$ cat config.mk
export PLATFORM = sky130hd
export DESIGN_NAME = lsu_arbiter_16b
export DESIGN_NICKNAME = d
export VERILOG_FILES = /design/src/rtl/lsu_arbiter_16b.sv
export SDC_FILE = /design/constraint.sdc
export NUM_CORES = 1
export LEC_CHECK = 0
export CAP_MARGIN = 0
export CORE_UTILIZATION = 42
export CTS_CLUSTER_DIAMETER = 30
export DETAILED_ROUTE_END_ITERATION = 10
export PLACE_DENSITY = 0.93
export SYNTH_ARGS = -nofsm -noshare
export SYNTH_HDL_FRONTEND = slang
export SYNTH_SLANG_ARGS = --single-unit
$ cat constraint.sdc
create_clock -name clk -period 3.5 [get_ports clk]
set_clock_uncertainty 0.05 [all_clocks]
set_input_delay 0.35 -clock clk [delete_from_list [all_inputs] [get_ports clk]]
set_output_delay 0.35 -clock clk [all_outputs]
set_load 0.01 [all_outputs]
$ cat src/rtl/lsu_arbiter_16b.sv
// Two-port arbiter/sequencer in front of the 16-bit LSU request port.
// Data port has priority; a starvation counter guarantees fetch progress.
module lsu_arbiter_16b #(
  parameter int STARVE_LIMIT = 3
) (
  input  logic        clk,
  input  logic        a_rst,
  input  logic        p0_req,
  input  logic [15:0] p0_addr,
  input  logic        p0_width,
  output logic        p0_ack,
  output logic        p0_done,
  input  logic        p1_req,
  input  logic [15:0] p1_addr,
  input  logic        p1_wr_addr,
  input  logic [15:0] p1_data,
  input  logic        p1_width,
  input  logic        p1_cmd,
  output logic        p1_ack,
  output logic        p1_done,
  output logic [15:0] lsu_rq_addr,
  output logic        lsu_rq_wr_addr,
  output logic [15:0] lsu_rq_data,
  output logic        lsu_rq_width,
  output logic        lsu_rq_cmd,
  output logic        lsu_rq_t_id,
  output logic        lsu_rq_start,
  input  logic        lsu_rq_ack,
  input  logic        lsu_t_id,
  input  logic        mem_rdy,
  output logic        owner,
  output logic        busy
);

  // state | meaning
  // IDLE  | no transaction, grant and capture a request
  // ISSUE | rq_start asserted from hold registers until LSU accepts
  // WAIT  | waiting for mem_rdy tagged with the owner's transaction ID

  // A limit of 0 still needs a 1-bit counter; it simply never leaves 0.
  localparam int CW = (STARVE_LIMIT > 0) ? $clog2(STARVE_LIMIT + 1) : 1;
  localparam logic [CW-1:0] LIMIT = CW'(STARVE_LIMIT);

  typedef enum logic [1:0] {IDLE, ISSUE, WAIT} state_t;

  state_t        state, state_nxt;
  logic [CW-1:0] starve_cnt;
  logic          gnt0, gnt1, done_hit;
  logic [15:0]   hold_addr, hold_data;
  logic          hold_wr_addr, hold_width, hold_cmd;
  logic          owner_q, p0_done_q, p1_done_q;

  always_comb begin
    gnt1      = p1_req & (~p0_req | (starve_cnt != LIMIT));
    gnt0      = p0_req & ~gnt1;
    done_hit  = (state == WAIT) & mem_rdy & (lsu_t_id == owner_q);
    state_nxt = state;
    case (state)
      IDLE:    if (gnt0 | gnt1) state_nxt = ISSUE;
      ISSUE:   if (lsu_rq_ack)  state_nxt = WAIT;
      WAIT:    if (done_hit)    state_nxt = IDLE;
      default: state_nxt = IDLE;
    endcase
  end

  always_ff @(posedge clk or posedge a_rst) begin
    if (a_rst) state <= IDLE;
    else       state <= state_nxt;
  end

  always_ff @(posedge clk or posedge a_rst) begin
    if (a_rst) begin
      starve_cnt <= '0;
    end else if (state == IDLE) begin
      if (gnt1 && p0_req) begin
        if (starve_cnt != LIMIT) starve_cnt <= starve_cnt + CW'(1);
      end else if (gnt0 || gnt1) begin
        starve_cnt <= '0;
      end
    end
  end

  // Fetch carries no data and always reloads its address as a read.
  always_ff @(posedge clk or posedge a_rst) begin
    if (a_rst) begin
      hold_addr    <= '0;
      hold_data    <= '0;
      hold_wr_addr <= 1'b0;
      hold_width   <= 1'b0;
      hold_cmd     <= 1'b0;
      owner_q      <= 1'b0;
    end else if (state == IDLE) begin
      if (gnt1) begin
        hold_addr    <= p1_addr;
        hold_data    <= p1_data;
        hold_wr_addr <= p1_wr_addr;
        hold_width   <= p1_width;
        hold_cmd     <= p1_cmd;
        owner_q      <= 1'b1;
      end else if (gnt0) begin
        hold_addr    <= p0_addr;
        hold_data    <= '0;
        hold_wr_addr <= 1'b1;
        hold_width   <= p0_width;
        hold_cmd     <= 1'b0;
        owner_q      <= 1'b0;
      end
    end
  end

  always_ff @(posedge clk or posedge a_rst) begin
    if (a_rst) begin
      p0_done_q <= 1'b0;
      p1_done_q <= 1'b0;
    end else begin
      p0_done_q <= done_hit & ~owner_q;
      p1_done_q <= done_hit & owner_q;
    end
  end

  assign p0_ack         = (state == IDLE) & gnt0;
  assign p1_ack         = (state == IDLE) & gnt1;
  assign p0_done        = p0_done_q;
  assign p1_done        = p1_done_q;
  assign lsu_rq_addr    = hold_addr;
  assign lsu_rq_wr_addr = hold_wr_addr;
  assign lsu_rq_data    = hold_data;
  assign lsu_rq_width   = hold_width;
  assign lsu_rq_cmd     = hold_cmd;
  assign lsu_rq_t_id    = owner_q;
  assign lsu_rq_start   = (state == ISSUE);
  assign owner          = owner_q;
  assign busy           = (state != IDLE);

endmodule

==> qor.csv <==
metric;value;unit
status;completed;
endpoints failing setup;0;
All-Layer GR Usage;21.6;%
Synth Instances;168;
Leakage Power;1.24;nW
worst endpoint required time;3.10;ns
sequential cell area;1050;sq um
post-DR wirelength/cell;15.0;microns
pwr dens;831;nW/um^2
Worst slew margin;42.9;%
RSZ-0062 raised after global routing;false;
hold buffer count at CTS;0;
Fillers;333;
Hold Path Class;reg -> reg;
flops & latches, synth;42;
top cells by area, synth;dfrtp_1 (56%), a22o_1 (7.9%), nand2_1 (7.2%);
top-area cell type share of the netlist area;56.0;%
Post-Syn Nets;228;
crit share post-route;73.0;%
VDD IR max;0.363;mV
fin. max-slew vios;0;
Placed Area;2870;sq um
CTS tree;done;
FF-to-FF Start;state[1];
largest net degree at the start of global routing;43;
nets;324;
dominant cell type by area after synthesis;dfrtp_1;
syn_area_per_cell;11.2;sq um
initial core utilization;45.3;%
Max-Cap Viols;0;
yosys warns;0;
register area share after synthesis;56.0;%
Residual DRC;0;
Final Power;2.46;mW
core area;4140;sq um
multi-input logic area;719;sq um
Crit. End Element;output port;
clock root cell;clkbuf_8;
WL final;4730;microns
Worst path max stage delay;0.59;ns
P&R area growth vs syn;58.1;%
min Tclk post-route;2.55;ns
Yosys cell types;30;
DRT antenna net count;0;
antenna violations before repair;0;
Syn Std Cell Area;1880;sq um
first-pass GRT wire length;7410;microns
Diodes inserted;0;
# IOs;102;
GR Overflow Total;0;
vias in the first global route;1589;
CP Launch Type;input pin;
Via Count;1664;
Max stage delay cell, worst path;clkdlybuf4s50_1;
critical path peak fanout;20;
clk buf depth;2;
chip height;68.8;microns
setup_tns;0;ns
share of cells above drive strength 1;9.43;%
fmax;392;MHz
Crit Path Category;in -> out;
CTS sink cnt;42;
vias per cell;5.28;
First-pass DRT Iterations;4;
Cell Chain, Critical Path;clkdlybuf4s50_1, a21bo_2, and3_1, clkdlybuf4s50_1;
die span in x;68.8;microns
GP Congestion;0.762;
Setup Fix Bufs, Post-CTS;0;
Critical Path AT;2.15;ns
Least-Margin Pin Slew;0.855;ns
worst hold path startpoint;lsu_rq_wr_addr;
# port buffers;101;
CTS buffer count;5;
DP Wirelength;3430;microns
# rows;23;
cell area after layout;2970;sq um
Worst-path clk slew;0.07;ns
clk_lat worst skew;0.29;ns
post_cts resized;0;
most frequent CP cell;clkdlybuf4s50_1;
initial drt markers;79;
Final Hold Viols;0;
H-tree levels;2;
crit path from;p0_req;
die area;4740;sq um
[layer usage]
metal | part of all wire, % | up-vias | GRT usage (%)
met5 | 0 | - | 0
li1 | - | 793 | -
met2 | 52 | 79 | 37.1
met1 | 39 | 785 | 25.4
met3 | 7.5 | 7 | 6.25
met4 | 1.4 | 0 | 8.42
[final timing paths]
check,to,slack [ns],cells after the start
max,p0_ack,0.95,4
min,lsu_rq_wr_addr,0.46,1
max reg2reg,lsu_rq_data[8],1.30,4
min reg2reg,lsu_rq_wr_addr,0.46,1
max in group asynchronous,lsu_rq_addr[13],2.36,2
min in group asynchronous,lsu_rq_data[2],0.50,2
[cell families after synthesis]
logic type	synth area share, %
adder cells (fa/ha/maj)	0.667
AO/OA/AOI/OAI	25.1
AND/OR/NAND/NOR	10.6
XOR/XNOR	0.467
buffers and inverters	5.87
flip-flops	56.0
multiplexers	1.20
[through the flow]
| step | hold WS (ns) | utilization (%) | instances | worst slack, ns |
|---|---|---|---|---|
| 6_report | 0.456 | 71.6 | 315 | 0.946 |
| 5_1_grt | 0.484 | 71.6 | 315 | 0.842 |
| 4_1_cts | 0.463 | 71.6 | 315 | 0.950 |
| 3_5_place_dp | 0.442 | 69.3 | 307 | 0.879 |
| 3_3_place_gp | 0.430 | 69.3 | 307 | 0.960 |
| 2_1_floorplan | 0.371 | - | 168 | 1.73 |
[cells in the mapped netlist]
master and number:
nor3_1 2, buf_12 1, clkbuf_1 1, mux2i_4 1
nand2b_1 2, a21boi_2 1, o21ai_0 1, a31oi_2 8
a21oi_1 18, a21o_1 2, buf_2 9, o32a_1 1
ha_1 1, a22o_1 17, nor2_1 2, or2_1 1
nand3_1 1, xnor2_1 1, a31oi_1 8, and2_4 1
a32o_1 1, inv_1 3, nand3b_1 1, a21bo_2 1
and3_1 1, dfrtp_1 42, buf_4 1, nand2_1 36
buf_6 2, a31oi_4 1
[worst max-delay path: cells and delay by family]
family | cells | cell delay (ns)
and+or+nand+nor | 1 | 0.22
AOI/OAI and AO/OA | 1 | 0.44
buffers and inverters | 2 | 1.13
[placed cells by master (no fill, tap or decap), drive strengths merged]
master	instances
ha	1
inv	3
nand3	1
buf	2
a21bo	1
a21o	2
and3	1
nand3b	1
dfrtp	42
a32o	1
xnor2	1
nand2b	2
o32a	1
a21boi	1
nor2	2
and2	1
clkinv	1
nor3	2
mux2i	1
clkbuf	6
clkinvlp	1
clkdlybuf4s50	101
or2	1
o21ai	1
nand2	36
a22o	17
a21oi	18
a31oi	17
[where the power goes]
group	total (mW)	internal, mW	switching (mW)
Clock	0.325	0.159	0.166
Sequential	0.872	0.721	0.151
Combinational	1.27	0.720	0.548
Total	2.46	1.60	0.865
[area by class of cell]
type | count | area share (%)
timing repair buffer | 103 | 34.6
sequential | 42 | 35.4
clock buffer | 6 | 2.78
inverter | 3 | 0.380
multi-input combinational | 109 | 24.3
clock inverter | 2 | 0.422
tap | 50 | 2.11
[flip-flops by register name (all words and copies together) (netlist names)]
register,cells
lsu_rq_addr,16
lsu_rq_data,16
starve_cnt,2
state,2
lsu_rq_cmd,1
lsu_rq_t_id,1
lsu_rq_width,1
lsu_rq_wr_addr,1
p0_done,1
p1_done,1
Power figures use the tool's default switching activity.
